`src/rtl/m_ext_divider_if.sv`:
```
// Request/response bundle between the M-class operand mux and the RV32M divide unit.
interface m_ext_divider_if #(
  parameter int XLEN = 32
);
  logic            iSTART;
  logic [2:0]      iFUNCT3;
  logic [XLEN-1:0] iALU_IN1_M;
  logic [XLEN-1:0] iALU_IN2_M;
  logic            iFLUSH;
  logic            oBUSY;
  logic            oVALID;
  logic [XLEN-1:0] oALU_OUT_M;

  modport master (
    output iSTART, iFUNCT3, iALU_IN1_M, iALU_IN2_M, iFLUSH,
    input  oBUSY, oVALID, oALU_OUT_M
  );

  modport slave (
    input  iSTART, iFUNCT3, iALU_IN1_M, iALU_IN2_M, iFLUSH,
    output oBUSY, oVALID, oALU_OUT_M
  );
endinterface

```
`src/rtl/m_ext_divider.sv`:
```
// RV32M DIV/DIVU/REM/REMU: radix-2 restoring divider, one quotient bit per cycle,
// with divide-by-zero and signed overflow resolved in a single cycle.
module m_ext_divider #(
  parameter int XLEN = 32
) (
  input  logic             iCLK,
  input  logic             iRST_N,
  m_ext_divider_if.slave   bus
);

  localparam int CNT_W = $clog2(XLEN + 1);

  typedef enum logic [1:0] {S_IDLE, S_CALC, S_DONE} state_t;

  state_t            state_q, state_d;
  logic [CNT_W-1:0]  cnt_q, cnt_d;
  logic [XLEN-1:0]   out_q, out_d;
  logic [XLEN:0]     rem_q, rem_d;
  logic [XLEN-1:0]   quo_q, quo_d;
  logic [XLEN-1:0]   dvs_q, dvs_d;
  logic              neg_quo_q, neg_quo_d;
  logic              neg_rem_q, neg_rem_d;
  logic              is_rem_q, is_rem_d;

  logic              start_ok;
  logic              signed_op;
  logic              ovf_case;
  logic [XLEN:0]     shifted;
  logic [XLEN:0]     trial;
  logic [XLEN:0]     step_rem;
  logic [XLEN-1:0]   step_quo;

  function automatic logic [XLEN-1:0] magnitude(input logic signed [XLEN-1:0] v,
                                                input logic en);
    return (en && v[XLEN-1]) ? -v : v;
  endfunction

  function automatic logic [XLEN-1:0] cond_negate(input logic [XLEN-1:0] v,
                                                  input logic en);
    return en ? -v : v;
  endfunction

  assign start_ok  = bus.iSTART && bus.iFUNCT3[2] && !bus.iFLUSH && (state_q != S_CALC);
  assign signed_op = ~bus.iFUNCT3[0];
  assign ovf_case  = signed_op && (bus.iALU_IN1_M == {1'b1, {(XLEN-1){1'b0}}})
                     && (bus.iALU_IN2_M == {XLEN{1'b1}});

  // Trial subtract is one bit wider so its sign bit decides the quotient bit.
  assign shifted  = {rem_q[XLEN-1:0], quo_q[XLEN-1]};
  assign trial    = shifted - {1'b0, dvs_q};
  assign step_rem = trial[XLEN] ? shifted : trial;
  assign step_quo = {quo_q[XLEN-2:0], ~trial[XLEN]};

  always_comb begin
    state_d   = state_q;
    cnt_d     = cnt_q;
    out_d     = out_q;
    rem_d     = rem_q;
    quo_d     = quo_q;
    dvs_d     = dvs_q;
    neg_quo_d = neg_quo_q;
    neg_rem_d = neg_rem_q;
    is_rem_d  = is_rem_q;

    case (state_q)
      S_CALC: begin
        if (bus.iFLUSH) begin
          state_d = S_IDLE;
        end else begin
          rem_d = step_rem;
          quo_d = step_quo;
          cnt_d = cnt_q - CNT_W'(1);
          if (cnt_q == CNT_W'(1)) begin
            state_d = S_DONE;
            out_d   = is_rem_q ? cond_negate(step_rem[XLEN-1:0], neg_rem_q)
                               : cond_negate(step_quo, neg_quo_q);
          end
        end
      end
      default: begin
        state_d = S_IDLE;
        if (start_ok) begin
          is_rem_d = bus.iFUNCT3[1];
          if (bus.iALU_IN2_M == '0) begin
            state_d = S_DONE;
            out_d   = bus.iFUNCT3[1] ? bus.iALU_IN1_M : {XLEN{1'b1}};
          end else if (ovf_case) begin
            state_d = S_DONE;
            out_d   = bus.iFUNCT3[1] ? '0 : {1'b1, {(XLEN-1){1'b0}}};
          end else begin
            state_d   = S_CALC;
            cnt_d     = CNT_W'(XLEN);
            rem_d     = '0;
            quo_d     = magnitude(bus.iALU_IN1_M, signed_op);
            dvs_d     = magnitude(bus.iALU_IN2_M, signed_op);
            neg_quo_d = signed_op && (bus.iALU_IN1_M[XLEN-1] ^ bus.iALU_IN2_M[XLEN-1]);
            neg_rem_d = signed_op && bus.iALU_IN1_M[XLEN-1];
          end
        end
      end
    endcase
  end

  always_ff @(posedge iCLK or negedge iRST_N) begin
    if (!iRST_N) begin
      state_q <= S_IDLE;
      cnt_q   <= '0;
      out_q   <= '0;
    end else begin
      state_q <= state_d;
      cnt_q   <= cnt_d;
      out_q   <= out_d;
    end
  end

  // Working registers are only meaningful in CALC, so they carry no reset.
  always_ff @(posedge iCLK) begin
    rem_q     <= rem_d;
    quo_q     <= quo_d;
    dvs_q     <= dvs_d;
    neg_quo_q <= neg_quo_d;
    neg_rem_q <= neg_rem_d;
    is_rem_q  <= is_rem_d;
  end

  assign bus.oBUSY      = (state_q == S_CALC);
  assign bus.oVALID     = (state_q == S_DONE) && !bus.iFLUSH;
  assign bus.oALU_OUT_M = out_q;

endmodule

```
`src/flat_wrapper.sv`:
```
// flat-port wrapper written by rule: the top's interface ports become plain ports
module m_ext_divider_flat 
#(
  parameter int XLEN = 32
)
  (iCLK, iRST_N, bus_iSTART, bus_iFUNCT3, bus_iALU_IN1_M, bus_iALU_IN2_M, bus_iFLUSH, bus_oBUSY, bus_oVALID, bus_oALU_OUT_M);
  m_ext_divider_if #(.XLEN(XLEN)) bus_i ();
  input  logic iCLK;
  input  logic iRST_N;
  input wire logic [$bits(bus_i.iSTART)-1:0] bus_iSTART;
  input wire logic [$bits(bus_i.iFUNCT3)-1:0] bus_iFUNCT3;
  input wire logic [$bits(bus_i.iALU_IN1_M)-1:0] bus_iALU_IN1_M;
  input wire logic [$bits(bus_i.iALU_IN2_M)-1:0] bus_iALU_IN2_M;
  input wire logic [$bits(bus_i.iFLUSH)-1:0] bus_iFLUSH;
  output wire logic [$bits(bus_i.oBUSY)-1:0] bus_oBUSY;
  output wire logic [$bits(bus_i.oVALID)-1:0] bus_oVALID;
  output wire logic [$bits(bus_i.oALU_OUT_M)-1:0] bus_oALU_OUT_M;
  assign bus_i.iSTART = bus_iSTART;
  assign bus_i.iFUNCT3 = bus_iFUNCT3;
  assign bus_i.iALU_IN1_M = bus_iALU_IN1_M;
  assign bus_i.iALU_IN2_M = bus_iALU_IN2_M;
  assign bus_i.iFLUSH = bus_iFLUSH;
  assign bus_oBUSY = bus_i.oBUSY;
  assign bus_oVALID = bus_i.oVALID;
  assign bus_oALU_OUT_M = bus_i.oALU_OUT_M;
  m_ext_divider #(.XLEN(XLEN)) u_core (.iCLK(iCLK), .iRST_N(iRST_N), .bus(bus_i));
endmodule
```
`config.mk`:
```
export PLATFORM = sky130hd
export DESIGN_NAME = m_ext_divider_flat
export DESIGN_NICKNAME = d
export VERILOG_FILES = /design/src/rtl/m_ext_divider_if.sv /design/src/rtl/m_ext_divider.sv /design/src/flat_wrapper.sv
export SDC_FILE = /design/constraint.sdc
export NUM_CORES = 1
export LEC_CHECK = 0
export CORE_MARGIN = 1
export CORE_UTILIZATION = 55
export CTS_CLUSTER_DIAMETER = 30
export DETAILED_ROUTE_END_ITERATION = 8
export PLACE_DENSITY = 0.77
export SLEW_MARGIN = 0
export SYNTH_ARGS = -nofsm -noshare
export SYNTH_HDL_FRONTEND = slang
export SYNTH_SLANG_ARGS = --single-unit
```
`constraint.sdc`:
```
create_clock -name iCLK -period 15.02 [get_ports iCLK]
set_input_delay 2.253 -clock iCLK [delete_from_list [all_inputs] [get_ports iCLK]]
set_output_delay 2.253 -clock iCLK [all_outputs]
set_load 0.02 [all_outputs]
```
==> summary.txt, run 1 <==
Outcome
  • Status: finished, final reports clean

Setup path
  • Worst Path Buf+Inv: 5
  • Critical path peak fanout: 44
  • Worst Path Required: 15.35 ns
  • Crit. End Element: flip-flop
  • Slowest cell on the critical path: nor2_8
  • Kind of critical path: reg -> reg
  • Critical path's largest stage delay: 0.63 ns
  • Worst path cell trace: inv_1 > ha_1 > inv_1 > fa_1 > a211oi_2 > o211ai_2 > a21oi_2 > a211oi_4 > o21a_2 > nor2_8 > inv_2 > a21oi_1 > ha_1 > inv_1 > or2_2 > inv_1 > o2111ai_1 > a2111oi_2 > mux2_1 > nand3_2 > or3_1 > a41o_1 > o22a_1
  • Top delay family on crit path: compound AO/OA/AOI/OAI gates
  • Crit path DAT: 6.74 ns
  • FF-to-FF End: u_core.bus.oALU_OUT_M[30]$_DFFE_PN0P_
  • Critical Path Start Type: flip-flop
  • Cell mode on critical path: inv_1
  • Setup slack, reg-to-reg: 8.62 ns
  • FF-to-FF path depth: 23
  • Reg-to-Reg Start: u_core.quo_q[31]$_DFFE_PP_

Timing
  • Setup slack after layout: 8.615 ns
  • Min Tclk post-route: 6.405 ns
  • Final setup TNS: 0 ns
  • # setup viols final: 0
  • Max Fclk: 156.1 MHz
  • Slew margin rel.: 27.77%
  • Final Cycle Share: 42.64%
  • Final Max Slew Viols: 0
  • Unrepaired setup endpoints after global routing: no
  • Slew @ Worst Pin: 1.081 ns
  • Final Skew: 0.01187 ns
  • Fin. Hold Viols: 0

Clock tree
  • Post-cts sizing count: 0
  • Worst-path clk slew: 0.07 ns
  • Num CTS Buffers: 17
  • CTS tree: done
  • # clock sinks: 139
  • H-tree depth: 4
  • CTS Root Cell: clkbuf_16
  • Later-pin clock latency in the skew report: 0.44 ns
  • Post-CTS Setup Repair Bufs: 0
  • Maximum clock path buffer count: 2
  • Hold_buf cts: 0

Worst hold path
  • Hold Path End: u_core.bus.oALU_OUT_M[31]$_DFFE_PN0P_
  • Hold Crit Class: reg -> reg
  • Cell count of the worst hold path: 2
  • Min-delay src: u_core.bus.oALU_OUT_M[31]$_DFFE_PN0P_

GRT
  • Gr usage total: 32.22%
  • Largest net degree at the start of global routing: 55
  • Vias in the first global route: 10350
  • First-pass GRT wire length: 53920 µm
  • Grt total ovfl: 0
  • Initial antenna violation count: 1

Placed design
  • Port bufs: 104
  • Final GP Congestion: 0.9219
  • Hpwl dp: 25440 µm
  • Post-Place Worst Slack: 8.372 ns

Detailed routing
  • ANT nets after route: 0
  • Wire per inst: 19.93 µm
  • Drt first-iter violations: 904
  • Post-DR vias/cell: 6.430
  • # DRC: 0
  • DR vias: 10890
  • Wirelength, routed: 33760 µm
  • DRT Pass-1 Iters: 6

Final layout
  • Fin nets: 1522
  • FF+latch area: 3974 µm²
  • Area taken by multi-input logic gates: 7015 µm²
  • Share of layout cells above drive strength 1: 6.461%
  • N_diodes: 0
  • Fill cell count: 1701
  • Synth-to-Final Area Change: 15.53%

Yosys
  • Post-Syn Area: 11450 µm²
  • Syn_nets: 1448
  • Area share of fa/ha/maj cells after synthesis: 4.435%
  • Async S/R FF share, synth: 28.78%
  • Synthesis-stage register bit count: 139
  • Main combinational cell family by area after synthesis: compound AO/OA/AOI/OAI gates
  • Sequential area share after synthesis: 34.69%
  • Xor and xnor fraction of the mapped netlist area: 10.63%
  • Post-Synthesis Cells: 1337
  • Simple-Gate Fraction of Synth Area: 19.15%
  • Synth Area in Compound Gates: 23.87%
  • Yosys warning count: 0
  • Ys flop type: edfxtp_1
  • Post-synth cell types: 95
  • Mux cell area share after synthesis: 2.993%
  • Mean post-synth cell area: 8.567 µm²
  • Post-synth EDFFs: 99

Die
  • Ports: 105
  • Die height: 146.3 µm
  • Die W: 146.3 µm
  • Cell Rows: 52
  • Die ar.: 21410 µm²
  • Core Region: 20300 µm²
  • Effective utilization at floorplan: 56.43%

Power and ir drop
  • Power Dens Cells: 108.6 nW/µm²
  • Max IR drop VDD: 0.09988 mV
  • Leakage: 4.963 nW

Run
  • Max-cap violations: 0
metrics by stage:
step / utilization, % / instance area, µm² / total power (W) / hold WS [ns] / instances
after floorplan: - / 11450 / 0.0008296 / 0.4905 / 1337
after detailed placement: 62.35 / 12660 / 0.001016 / 0.4872 / 1662
final: 65.19 / 13230 / 0.001438 / 0.5001 / 1694
after global placement: 62.35 / 12660 / 0.001007 / 0.4782 / 1662
after CTS: 65.19 / 13230 / 0.001432 / 0.5021 / 1694
after global routing: 65.19 / 13230 / 0.001499 / 0.5389 / 1694
synth_stat cells, types with 4 or more instances:
master / n / area (µm²)
o31a_1: 4 / 35.03
a211oi_1: 9 / 67.56
nor2b_1: 9 / 56.30
nor2_1: 149 / 559.3
o211ai_1: 15 / 112.6
edfxtp_1: 99 / 2973
inv_1: 56 / 210.2
nor4_1: 18 / 112.6
nand4_1: 17 / 106.4
o41ai_1: 7 / 61.31
o21a_1: 4 / 30.03
a21oi_2: 5 / 43.79
nand2_1: 119 / 446.7
o21ai_0: 115 / 575.6
a21o_1: 23 / 172.7
o31ai_1: 30 / 225.2
clkbuf_1: 41 / 153.9
a31oi_1: 20 / 125.1
mux2i_1: 32 / 320.3
nand2b_1: 14 / 87.58
a21oi_1: 99 / 495.5
o22ai_1: 9 / 56.30
a221oi_1: 4 / 35.03
o21ai_1: 5 / 25.02
xnor2_1: 76 / 665.6
ha_1: 39 / 488.0
a31o_2: 4 / 35.03
xor2_1: 63 / 551.8
nor3b_1: 5 / 37.54
or2_2: 6 / 37.54
or3_1: 16 / 100.1
or4_1: 8 / 60.06
and2_1: 11 / 68.82
nand3_1: 20 / 100.1
buf_2: 10 / 50.05
a211o_1: 4 / 35.03
dfrtp_1: 40 / 1001
and3b_1: 4 / 35.03
nor3_1: 42 / 210.2
logic make-up after synthesis:
group | Yosys count
compound gates | 411
buf+inv | 117
fa+ha+maj | 40
xor+xnor | 139
mux | 34
simple gates | 457
flops | 139
where the power goes:
group	switching [W]	leakage, nW	total (W)	internal, W
clock network	0.000186	0.282	0.000420	0.000234
logic	0.000277	3.25	0.000481	0.000204
registers	0.0000564	1.43	0.000537	0.000480
sequential cells by signal, indices dropped and copies added, names as in the netlist:
signal,cells
u_core.dvs_q,32
u_core.neg_rem_q,1
u_core.rem_q,32
u_core.cnt_q,6
u_core.bus.oALU_OUT_M,32
u_core.is_rem_q,1
u_core.neg_quo_q,1
u_core.state_q,2
u_core.quo_q,32
worst max-delay path by stage:
stage	startpoint	endpoint	slack, ns	cells after the start
floorplan	bus_iALU_IN2_M[0]	u_core.quo_q[0]$_DFFE_PP_	6.79	10
global placement	bus_iALU_IN2_M[0]	u_core.rem_q[31]$_SDFFCE_PN0P_	8.51	13
detailed placement	bus_iALU_IN2_M[0]	u_core.rem_q[4]$_SDFFCE_PN0P_	8.37	13
CTS	u_core.quo_q[31]$_DFFE_PP_	u_core.bus.oALU_OUT_M[30]$_DFFE_PN0P_	8.69	23
global route	u_core.quo_q[31]$_DFFE_PP_	u_core.bus.oALU_OUT_M[30]$_DFFE_PN0P_	8.20	23
finish	u_core.quo_q[31]$_DFFE_PP_	u_core.bus.oALU_OUT_M[30]$_DFFE_PN0P_	8.62	23
tightest hold or removal path, delay by kind of cell (launching register included):
| kind | cells | cell delay (ns) |
|---|---|---|
| flip-flops | 1 | 0.35 |
| AO/OA/AOI/OAI | 1 | 0.06 |
| AND/OR/NAND/NOR | 1 | 0.05 |
metal layers:
metal | part of all wire [%] | vias to the layer above | track usage, %
li1 | - | 5079 | -
met1 | 41 | 5191 | 41.32
met2 | 48 | 527 | 53.29
met3 | 8.5 | 93 | 6.563
met4 | 3.3 | 2 | 12.81
met5 | 0.039 | - | 0
area by class of cell:
class / instances / area share, %
flip-flops and latches: 139 / 30.03
multi-input cells: 1081 / 53.01
well taps: 270 / 2.553
clock buffers: 20 / 3.612
repair buffers: 114 / 8.396
inverters: 58 / 1.645
clock inverters: 12 / 0.7564
layout by cell type, fill, tap and decap left out, drive strengths merged, types with 8 or more instances in the layout:
cell,netlist,routed
a211oi,12,12
a21o,23,23
a21oi,104,104
a31oi,21,21
and2,13,13
buf,18,11
clkbuf,41,20
clkdlybuf4s50,0,103
dfrtp,40,40
edfxtp,99,99
ha,39,39
inv,57,65
mux2i,32,32
nand2,120,120
nand2b,14,14
nand3,21,21
nand4,17,17
nor2,150,150
nor2b,9,9
nor3,44,44
nor4,19,19
o211ai,17,17
o21ai,121,121
o22ai,9,9
o31ai,33,33
o41ai,8,8
or3,18,18
or4,8,8
xnor2,76,76
xor2,63,63
Note: power is estimated with default switching activity, not from simulation.
==> run 2: changes to the inputs <==
Clock period 15.02 ns to 6.64 ns, I/O delays scaled along.
==> run 2 against run 1 <==
Net effect:
- flip-flop and latch count did not move
- sequential share of layout area fell by 0.16 points
- combinational power rose by 130%
- clock skew rose by 0.0058 ns
- power rose by 130%
- highest routed layer is now met4
- critical path type unchanged
- clock power rose to 2.5 times the previous value
- clock-buffer cell count fell by 2
==> summary.txt, run 2 (synthesis gave the netlist of run 1 again) <==
Placed design
  • Hpwl dp: 25170 µm (-1.1%)
  • Final GP Congestion: 0.9473 (+2.8%)
  • Post-DP Area: 12670 µm² (+0.11%)
  • Placed cells: 1663 (+0.060%)
  • Post-Place Worst Slack: 1.306 ns (-7.065 ns)
  • Port bufs: 104 (unchanged)

Clock tree
  • Hold_buf cts: 0 (unchanged)
  • Post-CTS Setup Repair Bufs: 0 (unchanged)
  • CTS Root Cell: clkbuf_16
  • Post-cts sizing count: 0 (unchanged)
  • Worst-path clk slew: 0.07 ns (about the same)
  • Num CTS Buffers: 17 (unchanged)
  • Maximum clock path buffer count: 2 (unchanged)
  • # clock sinks: 139 (unchanged)
  • CTS tree: done
  • Later-pin clock latency in the skew report: 0.45 ns (about the same)
  • H-tree depth: 4 (unchanged)

Worst hold path
  • Hold Crit Class: reg -> reg
  • Cell count of the worst hold path: 2 (unchanged)

Final layout
  • Fill cell count: 1732 (+1.8%)
  • Fin nets: 1523 (+0.066%)
  • N_diodes: 0 (unchanged)
  • Commonest non-fill, non-tap cell in the layout: nor2_1
  • Most frequent cells in the layout: 149 x nor2_1, 119 x nand2_1, 115 x o21ai_0
  • Share of layout cells above drive strength 1: 6.526% (+0.066 points)
  • Area taken by multi-input logic gates: 7022 µm² (about the same)
  • FF+latch area: 3974 µm² (unchanged)
  • Final non-filler cell total: 1695 (+0.059%)
  • Post-route cell area: 13310 µm² (+0.55%)
  • Synth-to-Final Area Change: 16.17%

Timing
  • Setup slack after layout: 1.185 ns (-7.430 ns)
  • Slew @ Worst Pin: 1.120 ns (+0.03920 ns)
  • Final Skew: 0.01763 ns (+0.005757 ns)
  • Min Tclk post-route: 5.455 ns (-0.9503 ns)
  • Final setup TNS: 0 ns (unchanged)
  • Max Fclk: 183.3 MHz (+17%)
  • Unrepaired setup endpoints after global routing: no
  • Final Cycle Share: 82.15% (+40 points)
  • # setup viols final: 0 (unchanged)
  • Fin. Hold Viols: 0 (unchanged)
  • Slew margin rel.: 25.15% (-2.6 points)
  • Final Max Slew Viols: 0 (unchanged)

Setup path
  • Critical Path Start Type: flip-flop
  • Kind of critical path: reg -> reg
  • Worst Path Required: 6.96 ns (-8.39 ns)
  • Critical path peak fanout: 9 (-80%)
  • Crit path DAT: 5.78 ns (-0.96 ns)
  • Top delay family on crit path: compound AO/OA/AOI/OAI gates
  • Worst Path Buf+Inv: 6 (+1)
  • Crit. End Element: flip-flop
  • Critical path's largest stage delay: 0.43 ns (-0.20 ns)
  • Worst path cell trace: inv_1 > ha_1 > inv_1 > fa_1 > a211oi_2 > o211ai_2 > a21oi_2 > a211oi_4 > nor3_2 > buf_4 > nor2_8 > inv_2 > mux2i_1 > ha_1 > inv_1 > or2_2 > inv_1 > o2111ai_1 > a2111oi_2 > mux2_1 > nand3_2 > or3_1 > a41o_1 > o22a_1
  • FF-to-FF path depth: 24 (+4.3%)
  • Slowest cell on the critical path: fa_1
  • Critical path depth: 24 (+4.3%)
  • Cell mode on critical path: inv_1

Power and ir drop
  • Overall power: 0.003376 W (+130%)
  • Gate power share: 32.3% (-1.2 points)
  • Psw: 0.001188 W (+130%)
  • Switching share of power: 35.19% (-0.89 points)
  • Power Dens Cells: 253.7 nW/µm² (+130%)
  • Power Internal: 0.002188 W (+140%)
  • Seq pwr share: 36.1% (-1.2 points)
  • Max IR drop VDD: 0.2080 mV (+110%)
  • Leakage: 4.995 nW (+0.66%)
  • Clock share of power: 31.6% (+2.4 points)

Detailed routing
  • Wirelength, routed: 34050 µm (+0.88%)
  • ANT nets after route: 0 (unchanged)
  • DRT Pass-1 Iters: 7 (+1)
  • # DRC: 0 (unchanged)
  • Drt first-iter violations: 1026 (+13%)
  • Wire per inst: 20.09 µm (+0.82%)
  • DR vias: 10880 (-0.11%)
  • Post-DR vias/cell: 6.419 (-0.17%)

Die
  • Effective utilization at floorplan: 56.43% (unchanged)
  • Core Region: 20300 µm² (unchanged)
  • Ports: 105 (unchanged)
  • Cell Rows: 52 (unchanged)
  • Die ar.: 21410 µm² (unchanged)
  • Die height: 146.3 µm (unchanged)
  • Die W: 146.3 µm (unchanged)

Outcome
  • Status: finished, final reports clean

GRT
  • Largest net degree at the start of global routing: 70 (+27%)
  • Gr usage total: 32.19% (about the same)
  • Initial antenna violation count: 0 (-1)
  • Vias in the first global route: 10500 (+1.5%)
  • First-pass GRT wire length: 54180 µm (+0.47%)
  • Grt total ovfl: 0 (unchanged)

Run
  • Max-cap violations: 0 (unchanged)
## run 2: cell count changes in the layout (fill, tap and decap cells not counted)
cell	change
clkbuf_1	+1
clkinv_1	-1
buf_4	+1
nor3_4	+1
inv_2	+1
inv_4	-2
clkbuf_16	-1
nor3_2	-1
bufinv_16	+4
clkbuf_8	-2
## run 2: worst register-to-register path, delay by kind of cell (launching register included)
family | cells | cell delay, ns
flip-flops | 1 | 0.42
adder cells (fa/ha/maj) | 3 | 0.85
multiplexers | 2 | 0.58
AND/OR/NAND/NOR | 5 | 0.95
AO/OA/AOI/OAI | 8 | 1.92
buffers and inverters | 6 | 0.64
## run 2: layout make-up
cell class	count	share of cell area, %
flip-flops and latches	139	29.86
inverters	58	1.636
multi-input cells	1081	52.77
clock inverters	14	1.561
well taps	270	2.539
clock buffers	18	3.225
repair buffers	115	8.406
## run 2: path summary, 6_finish.rpt
kind                                                            from                                     to  slack (ns)
worst max-delay path                      u_core.quo_q[31]$_DFFE_PP_  u_core.bus.oALU_OUT_M[30]$_DFFE_PN0P_        1.19
worst min-delay path            u_core.bus.oALU_OUT_M[0]$_DFFE_PN0P_   u_core.bus.oALU_OUT_M[0]$_DFFE_PN0P_        0.51
worst max register to register            u_core.quo_q[31]$_DFFE_PP_  u_core.bus.oALU_OUT_M[30]$_DFFE_PN0P_        1.19
worst min register to register  u_core.bus.oALU_OUT_M[0]$_DFFE_PN0P_   u_core.bus.oALU_OUT_M[0]$_DFFE_PN0P_        0.51
max in group asynchronous                                     iRST_N  u_core.bus.oALU_OUT_M[18]$_DFFE_PN0P_        5.35
min in group asynchronous                                     iRST_N   u_core.bus.oALU_OUT_M[3]$_DFFE_PN0P_        0.69
## run 2: power groups by stage
stage / logic, W / clock network (W) / registers (W)
6_report: 0.00109 / 0.00107 / 0.00122
5_1_grt: 0.00118 / 0.00110 / 0.00123
4_1_cts: 0.00108 / 0.00106 / 0.00121
3_5_place_dp: 0.00107 / 0 / 0.00123
3_3_place_gp: 0.00106 / 0 / 0.00122
2_1_floorplan: 0.000598 / 0 / 0.00128
## run 2: routing by layer
metal	vias up	track usage (%)	part of all wire, %
met4	0	14.58	3.7
met1	5220	42.12	42
li1	5079	-	-
met2	487	52.40	47
met5	-	0	0
met3	94	5.281	7.5
## run 2: metrics by stage
step / hold slack, ns / util [%]
after global routing: 0.5436 / 65.55
final: 0.5136 / 65.55
after CTS: 0.5054 / 65.55
after floorplan: 0.4905 / -
after global placement: 0.4882 / 62.41
after detailed placement: 0.4767 / 62.41
